`config.mk`:
```
export PLATFORM = sky130hd
export DESIGN_NAME = add_sub_unit_flat
export DESIGN_NICKNAME = d
export VERILOG_FILES = /design/src/rtl/add_sub_pkg.sv /design/src/rtl/add_sub_unit_if.sv /design/src/rtl/sm_addsub_core.sv /design/src/rtl/add_sub_unit.sv /design/src/flat_wrapper.sv
export SDC_FILE = /design/constraint.sdc
export NUM_CORES = 1
export LEC_CHECK = 0
export ABC_AREA = 1
export BUFFER_PORTS_ARGS = -buffer_cell sky130_fd_sc_hd__clkbuf_2
export CAP_MARGIN = 10
export CORE_ASPECT_RATIO = 1.2
export CORE_UTILIZATION = 25
export CTS_BUF_LIST = sky130_fd_sc_hd__clkbuf_4
export DETAILED_ROUTE_END_ITERATION = 8
export SLEW_MARGIN = 10
export SYNTH_ARGS = -nofsm -noshare
export SYNTH_HDL_FRONTEND = slang
export SYNTH_SLANG_ARGS = --single-unit
export TNS_END_PERCENT = 1
```
`constraint.sdc`:
```
create_clock -name clk -period 0.8 [get_ports clk]
set_clock_uncertainty 0.05 [all_clocks]
set_input_delay 0.12 -clock clk [delete_from_list [all_inputs] [get_ports clk]]
set_output_delay 0.12 -clock clk [all_outputs]
set_load 0.02 [all_outputs]
```
`src/rtl/add_sub_pkg.sv`:
```
// Shared types, opcodes and sign-magnitude conversion helpers for add_sub_unit.
package add_sub_pkg;

   typedef logic [2:0] sm3_t;
   typedef logic [3:0] sm4_t;

   localparam logic OP_ADD = 1'b0;
   localparam logic OP_SUB = 1'b1;

   // Negative zero (100) decodes to 0 naturally, since 0 - 0 = 0.
   function automatic logic signed [3:0] sm_to_signed(input sm3_t v);
      logic signed [3:0] mag;
      mag = signed'({2'b00, v[1:0]});
      return v[2] ? (4'sd0 - mag) : mag;
   endfunction

   function automatic sm4_t signed_to_sm(input logic signed [3:0] r);
      logic neg;
      logic signed [3:0] abs_r;
      neg   = (r < 4'sd0);
      abs_r = neg ? (4'sd0 - r) : r;
      return {neg, 3'(abs_r)};
   endfunction

endpackage

```
`src/rtl/add_sub_unit_if.sv`:
```
// Operand/result bundle between the ALU datapath and add_sub_unit.
interface add_sub_unit_if;
   import add_sub_pkg::*;

   sm3_t A;
   sm3_t B;
   logic ctrl;
   logic in_valid;
   sm4_t C;
   logic sign;
   logic zero;
   logic out_valid;

   modport master (output A, B, ctrl, in_valid,
                   input  C, sign, zero, out_valid);
   modport slave  (input  A, B, ctrl, in_valid,
                   output C, sign, zero, out_valid);
endinterface

```
`src/rtl/sm_addsub_core.sv`:
```
// Combinational sign-magnitude add/subtract: decode, signed arithmetic, encode, flags.
module sm_addsub_core
   import add_sub_pkg::*;
(
   input  sm3_t a,
   input  sm3_t b,
   input  logic ctrl,
   output sm4_t c,
   output logic sign,
   output logic zero
);

   logic signed [3:0] a_val_s;
   logic signed [3:0] b_val_s;
   logic signed [3:0] r_s;
   sm4_t              c_s;

   assign a_val_s = sm_to_signed(a);
   assign b_val_s = sm_to_signed(b);
   assign r_s     = (ctrl == OP_SUB) ? (a_val_s - b_val_s) : (a_val_s + b_val_s);
   assign c_s     = signed_to_sm(r_s);

   // Flags come from the encoded result so they can never disagree with C.
   assign c    = c_s;
   assign sign = c_s[3];
   assign zero = ~|c_s[2:0];

endmodule

```
`src/rtl/add_sub_unit.sv`:
```
// Registered sign-magnitude adder/subtractor slice.
// Define ADD_SUB_INPUT_REG_EN to add an input register stage (latency 2).
module add_sub_unit
   import add_sub_pkg::*;
(
   input  logic         clk,
   input  logic         rst_n,
   add_sub_unit_if.slave bus
);

   sm3_t a_s;
   sm3_t b_s;
   logic ctrl_s;
   logic valid_s;

`ifdef ADD_SUB_INPUT_REG_EN
   sm3_t a_r;
   sm3_t b_r;
   logic ctrl_r;
   logic valid_r;

   // Input stage; operands load only when qualified so idle X never enters.
   always_ff @(posedge clk or negedge rst_n) begin
      if (!rst_n) begin
         a_r     <= 3'b000;
         b_r     <= 3'b000;
         ctrl_r  <= 1'b0;
         valid_r <= 1'b0;
      end else begin
         valid_r <= bus.in_valid;
         if (bus.in_valid) begin
            a_r    <= bus.A;
            b_r    <= bus.B;
            ctrl_r <= bus.ctrl;
         end
      end
   end

   assign a_s     = a_r;
   assign b_s     = b_r;
   assign ctrl_s  = ctrl_r;
   assign valid_s = valid_r;
`else
   assign a_s     = bus.A;
   assign b_s     = bus.B;
   assign ctrl_s  = bus.ctrl;
   assign valid_s = bus.in_valid;
`endif

   sm4_t core_c_s;
   logic core_sign_s;
   logic core_zero_s;

   sm_addsub_core u_core (
      .a    (a_s),
      .b    (b_s),
      .ctrl (ctrl_s),
      .c    (core_c_s),
      .sign (core_sign_s),
      .zero (core_zero_s)
   );

   sm4_t c_r;
   logic sign_r;
   logic zero_r;
   logic out_valid_r;

   // Result stage: holds the last result while idle, out_valid tracks acceptance.
   always_ff @(posedge clk or negedge rst_n) begin
      if (!rst_n) begin
         c_r         <= 4'b0000;
         sign_r      <= 1'b0;
         zero_r      <= 1'b1;
         out_valid_r <= 1'b0;
      end else begin
         out_valid_r <= valid_s;
         if (valid_s) begin
            c_r    <= core_c_s;
            sign_r <= core_sign_s;
            zero_r <= core_zero_s;
         end
      end
   end

   assign bus.C         = c_r;
   assign bus.sign      = sign_r;
   assign bus.zero      = zero_r;
   assign bus.out_valid = out_valid_r;

endmodule

```
`src/flat_wrapper.sv`:
```
// flat-port wrapper written by rule: the top's interface ports become plain ports
module add_sub_unit_flat import add_sub_pkg::*;
  (clk, rst_n, bus_A, bus_B, bus_ctrl, bus_in_valid, bus_C, bus_sign, bus_zero, bus_out_valid);
  add_sub_unit_if bus_i ();
  input  logic clk;
  input  logic rst_n;
  input wire logic [$bits(bus_i.A)-1:0] bus_A;
  input wire logic [$bits(bus_i.B)-1:0] bus_B;
  input wire logic [$bits(bus_i.ctrl)-1:0] bus_ctrl;
  input wire logic [$bits(bus_i.in_valid)-1:0] bus_in_valid;
  output wire logic [$bits(bus_i.C)-1:0] bus_C;
  output wire logic [$bits(bus_i.sign)-1:0] bus_sign;
  output wire logic [$bits(bus_i.zero)-1:0] bus_zero;
  output wire logic [$bits(bus_i.out_valid)-1:0] bus_out_valid;
  assign bus_i.A = bus_A;
  assign bus_i.B = bus_B;
  assign bus_i.ctrl = bus_ctrl;
  assign bus_i.in_valid = bus_in_valid;
  assign bus_C = bus_i.C;
  assign bus_sign = bus_i.sign;
  assign bus_zero = bus_i.zero;
  assign bus_out_valid = bus_i.out_valid;
  add_sub_unit u_core (.clk(clk), .rst_n(rst_n), .bus(bus_i));
endmodule
```
; ---- After elaboration in Yosys (flattened, before gate mapping)
; Index checks and enable logic that the tools add are counted.
[word_totals]
rom_bits = 0
mem_count = 0
register_bits = 7
output_inout_bits = 7
latch_bits = 0
in_bits = 10
wordCells = 16
ram_bits = 0
[classes]
n_lt_le_gt_ge = 1
div_mod_pow = 0
shift = 0
muxes = 4
n_mul = 0
n_eq_ne = 0
addsub = 5
bitwise_logic = 0
reduce_logical = 2
[op_table]
columns = cell, count
row1 = two-way mux 4 bit, 3
row2 = subtractor 1 x 2 -> 3 bit (first input constant), 2
row3 = adder 4 bit, 1
row4 = less-than comparator 4 x 1 -> 1 bit (second input constant), 1
row5 = subtractor 4 bit, 1
row6 = two-way mux 3 bit, 1
row7 = OR reduction 3 bit, 1
row8 = subtractor 1 x 3 -> 3 bit (first input constant), 1
row9 = logical NOT 1 bit, 1

; ---- Logic depth before layout (Yosys ltp)
[logic_depth]
ltp_word = 8
ltp_mapped = 19
depth_no_buf = 19

; ---- Hierarchy
; A second synthesis with hierarchy kept.
[unflattened]
cells_unflattened = 82
area_unflattened_um2 = 614.3
[by_module_without_submodules]
columns = mod, instances, area_per_inst_um2, cells_each, seq_area_each_um2
row1 = sm_addsub_core, 1, 366.6, 56, 0.0
row2 = add_sub_unit, 1, 247.7, 26, 176.4

; ---- Worst setup path before layout
; Ideal clock, no wire load.
[synth_timing]
path_type = input to register
start = in bus_B[0]
end = reg u_core.c_r[1], in the netlist u_core.bus.C[1]
required_ps = 634
arrival_ps = 1726
stages = 18
setup_slack_ps = -1092
setup_ps = 116
cell_sequence = inv_1 ha_1 nand2_1 nand3_2 nand2_2 nand2_1 nand2_1 ha_1 a21oi_1 nand3b_1 nand2_2 inv_2 nand2_2 nand2_2 nand2_1 nand2_1 nand2_1 nand2_1
[synth_between]
elab_chain_cells = 6
elab_cells_between_ends = 8
classes_between = add/sub (4) / order compare (1) / mux (3)
[synth_lines]
columns = element, line
row1 = from (decl), flat_wrapper.sv:8  ; input wire logic [$bits(bus_i.B)-1:0] bus_B;
row2 = subtractor 1 x 2 -> 3 bit, add_sub_pkg.sv:14  ; return v[2] ? (4'sd0 - mag) : mag;
row3 = two-way mux 4 bit *, add_sub_pkg.sv:14
row4 = adder 4 bit / subtractor 4 bit (equally long branches), sm_addsub_core.sv:20  ; assign r_s = (ctrl == OP_SUB) ? (a_val_s - b_val_s) : (a_val_s + b_val_s);
row5 = two-way mux 4 bit *, sm_addsub_core.sv:20
row6 = less-than comparator 4 x 1 -> 1 bit / subtractor 1 x 3 -> 3 bit (equally long branches), "add_sub_pkg.sv:20, add_sub_pkg.sv:21"
row7 = two-way mux 3 bit *, add_sub_pkg.sv:21  ; abs_r = neg ? (4'sd0 - r) : r;
row8 = to (signal assigned), add_sub_unit.sv:78  ; c_r <= core_c_s;
row9 = to (decl), add_sub_unit.sv:63  ; sm4_t c_r;
; Mark *: on every way between the ends. The rest lies on a longest branch, timed or not.
; A chain may end at the register's enable or synchronous reset.

; ---- Worst setup path after layout
; Same ends and word-level chain as after synthesis.

==> impl_metrics.csv <==
group,metric,value,unit
outcome,status,"complete, but fails checks",
outcome,violations,"setup timing",
critical_path,critPathLaunch,"bus_B[0]",
min_path,min-delay-start,"bus_in_valid",
sta,tightest_slew,0.289,ns
global_routing,met1_usage,8.69,%
power,power_density,1670,nW/µm²
logic_synthesis,synthArstFlopShare,100,%
critical_path,required,0.89,ns
placed_design,post-dp-hpwl,938,µm
placed_design,dpl_cell_area,838,µm²
final_layout,drive_gt1_share,58.6,%
global_routing,grt.overflow.total,0,
logic_synthesis,yosys.area.top_type,"dfrtp_1",
final_layout,stdcell_area,990,µm²
sta,slew_headroom,80.6,%
floorplan,start_util,26.9,%
critical_path,crit_arrival,1.79,ns
logic_synthesis,synth_edf_count,0,
floorplan,design.core.area,2070,µm²
power,p_comb_share,55.1,%
logic_synthesis,ys_ff_latch,6,
critical_path,cp-start-kind,"input port",
sta,fin_hold_ws,0.0638,ns
sta,rsz0062_at_grt,"true",
detailed_routing,drt-wirelength-per-cell,7.83,µm
logic_synthesis,ys_warn_count,0,
floorplan,die_h,53.7,µm
logic_synthesis,avgSynthCellArea,7.33,µm²
sta,setup_ws,-0.905,ns
logic_synthesis,ys_seq_area_share,27.2,%
final_layout,nets,133,
sta,min_period,1.71,ns
global_routing,antenna_found_initial,0,
critical_path,rr_endpoint,"u_core.bus.zero",
logic_synthesis,synth_cell_types,19,
global_routing,grt_max_degree,9,
logic_synthesis,syn_inst,76,
sta,finalSetupTns,-4.50,ns
detailed_routing,drtIter0Drc,6,
logic_synthesis,synth_nets,92,
final_layout,n_antenna_cell,0,
clock_network,root_buffer,"clkbuf_4",
power,vdd_drop_max,580,µV
final_layout,areaGrowthSynthToFinish,77.8,%
placed_design,place_congestion,0.745,
critical_path,cp_max_fo,3,
clock_network,clockBufferDepth,2,
sta,hold_viol_final,0,
power,switching_power,0.607,mW
clock_network,cts_tree,"built",
final_layout,layout.cells.non_filler,146,
logic_synthesis,synth.most_common_cell,"nand2_1",
logic_synthesis,synthTopCellsByArea,"dfrtp_1 (22%), nand2_1 (15%), ha_1 (11%)",
detailed_routing,postRouteWirelength,1140,µm
power,p_int,1.04,mW
run,maxCapViolations,0,
global_routing,met3_usage,1.01,%
sta,finalSetupViolCount,11,
power,seqPwrFrac,25.0,%
clock_network,clk_pin_slew,0.05,ns
global_routing,grt_pass1_wl,1960,µm
floorplan,dieArea,2420,µm²
logic_synthesis,synth_ff_type,"dfrtp_1",
detailed_routing,dr.pass1.iters,4,
detailed_routing,antenna_left,0,
clock_network,htree_num_levels,1,
logic_synthesis,syn_area,557,µm²
global_routing,grt_util_all_layers,11.3,%
final_layout,postLayoutCoreUtil,47.8,%
placed_design,dpl_worst_slack,-1.31,ns
floorplan,io_pins,17,
sta,finalCritPeriodShare,213,%
power,sw_frac_of_total,36.8,%
sta,fmax,0.586,GHz
critical_path,r2r_slack,0.01,ns
floorplan,die_w,45.1,µm
detailed_routing,vias_per_cell,4.16,
critical_path,critPathCaptureType,"register",
global_routing,gr-usage-met2,23.4,%
clock_network,cts_num_sinks,6,
clock_network,numCtsBuffers,3,
clock_network,clock_latency,0.24,ns
power,p_leak,0.521,nW
sta,slew_violations,0,
global_routing,grt_pass1_vias,587,
min_path,hold_path.class,"in2reg",
global_routing,busiest_layer,"met2",
power,p_clk_share,19.9,%
logic_synthesis,synthTopCellsByCount,"nand2_1 (22), inv_1 (10), nand2_2 (7)",
power,p_total,1.65,mW
critical_path,rr_worst_depth,2,
critical_path,endpoint,"u_core.bus.C[1]",
placed_design,dpl.cell_count,134,
critical_path,rr_startpoint,"u_core.bus.zero",
logic_synthesis,yosys.area.top_type_share,22.5,%
detailed_routing,vias,608,
detailed_routing,route.detailed.drc,0,
critical_path,crit_type,"in2reg",
placed_design,io_buffers,16,
floorplan,rows,18,
-- registers in the layout, summed over array words and instances (netlist names) --
| register | flops |
|---|---|
| u_core.bus.zero | 1 |
| u_core.bus.sign | 1 |
| u_core.bus.C | 3 |
| u_core.bus.out_valid | 1 |
-- worst min path at each step --
stage / to / depth (start not counted) / slack [ns]
2_1_floorplan: u_core.bus.C[0] / 0 / -0.23
3_3_place_gp: u_core.bus.sign / 1 / -0.10
3_5_place_dp: u_core.bus.sign / 1 / -0.1
4_1_cts: u_core.bus.C[2] / 3 / 0.06
5_1_grt: u_core.bus.C[2] / 3 / 0.08
6_report: u_core.bus.C[2] / 3 / 0.06
-- cell type report --
type	count	area [µm²]
multi-input combinational	55	422
fill	225	1080
clock buffer	4	30.0
sequential	6	151
inverter	14	67.6
timing repair buffer	37	282
tap	30	37.5
-- repair_timing --
action                                 4_1_cts  5_1_grt
pin swaps                                   16        0
endpoints found under the hold margin        7        0
gates resized for setup                      8        7
setup endpoints to repair                   12       12
buffers inserted                             6        0
gates cloned                                 0        0
hold buffers                                 2        0
-- power groups by stage --
| stage | Clock [mW] | Sequential, mW | Combinational (mW) |
|---|---|---|---|
| after floorplan | 0 | 0.498 | 0.492 |
| after global placement | 0 | 0.413 | 0.799 |
| after detailed placement | 0 | 0.416 | 0.815 |
| after CTS | 0.342 | 0.414 | 0.910 |
| after global routing | 0.354 | 0.424 | 1.02 |
| final | 0.329 | 0.412 | 0.909 |
-- cells in the final DEF (no fill, tap or decap) --
cell / count
nand2_4: 1
nand2_1: 18
a21oi_2: 1
nand2_2: 10
inv_4: 1
o21ai_0: 2
buf_4: 19
buf_2: 6
ha_4: 3
ha_1: 2
clkbuf_8: 1
buf_8: 1
nand3_2: 2
xnor2_2: 1
inv_1: 8
nand3b_1: 1
inv_12: 1
xnor2_1: 2
inv_2: 4
fa_1: 1
a21oi_1: 1
xor2_2: 1
clkbuf_2: 7
dlygate4sd3_1: 2
dfrtp_1: 5
nand3_1: 4
clkbuf_16: 1
dfstp_2: 1
clkbuf_4: 4
nor2_2: 1
nor2_4: 2
o21ai_1: 2
-- cell families after synthesis --
kind of cell,Yosys count,synth area share (%)
AO/OA/AOI/OAI,6,5.39
XOR/XNOR,4,6.29
adder cells (fa/ha/maj),6,14.8
buffers and inverters,15,10.8
flip-flops,6,27.2
AND/OR/NAND/NOR,39,35.5
-- per-layer routing --
| metal | vias up | wire (µm) |
|---|---|---|
| met1 | 266 | 393 |
| met4 | 0 | 76 |
| met2 | 24 | 614 |
| met5 | - | 0 |
| met3 | 7 | 58 |
| li1 | 311 | - |
-- critical path: stages --
cell and delay (ns):
clkbuf_16 0.12, inv_12 0.03, ha_4 0.25, nand2_4 0.04
nand3_2 0.07, nand2_2 0.06, nand2_2 0.07, nand2_2 0.08
ha_4 0.23, a21oi_2 0.14, nand3b_1 0.10, nand2_2 0.10
inv_2 0.04, nand2_2 0.07, nand2_2 0.06, nand2_1 0.05
nand2_1 0.05, nand2_1 0.05, nand2_1 0.05
(Power assumes the default switching activity.)
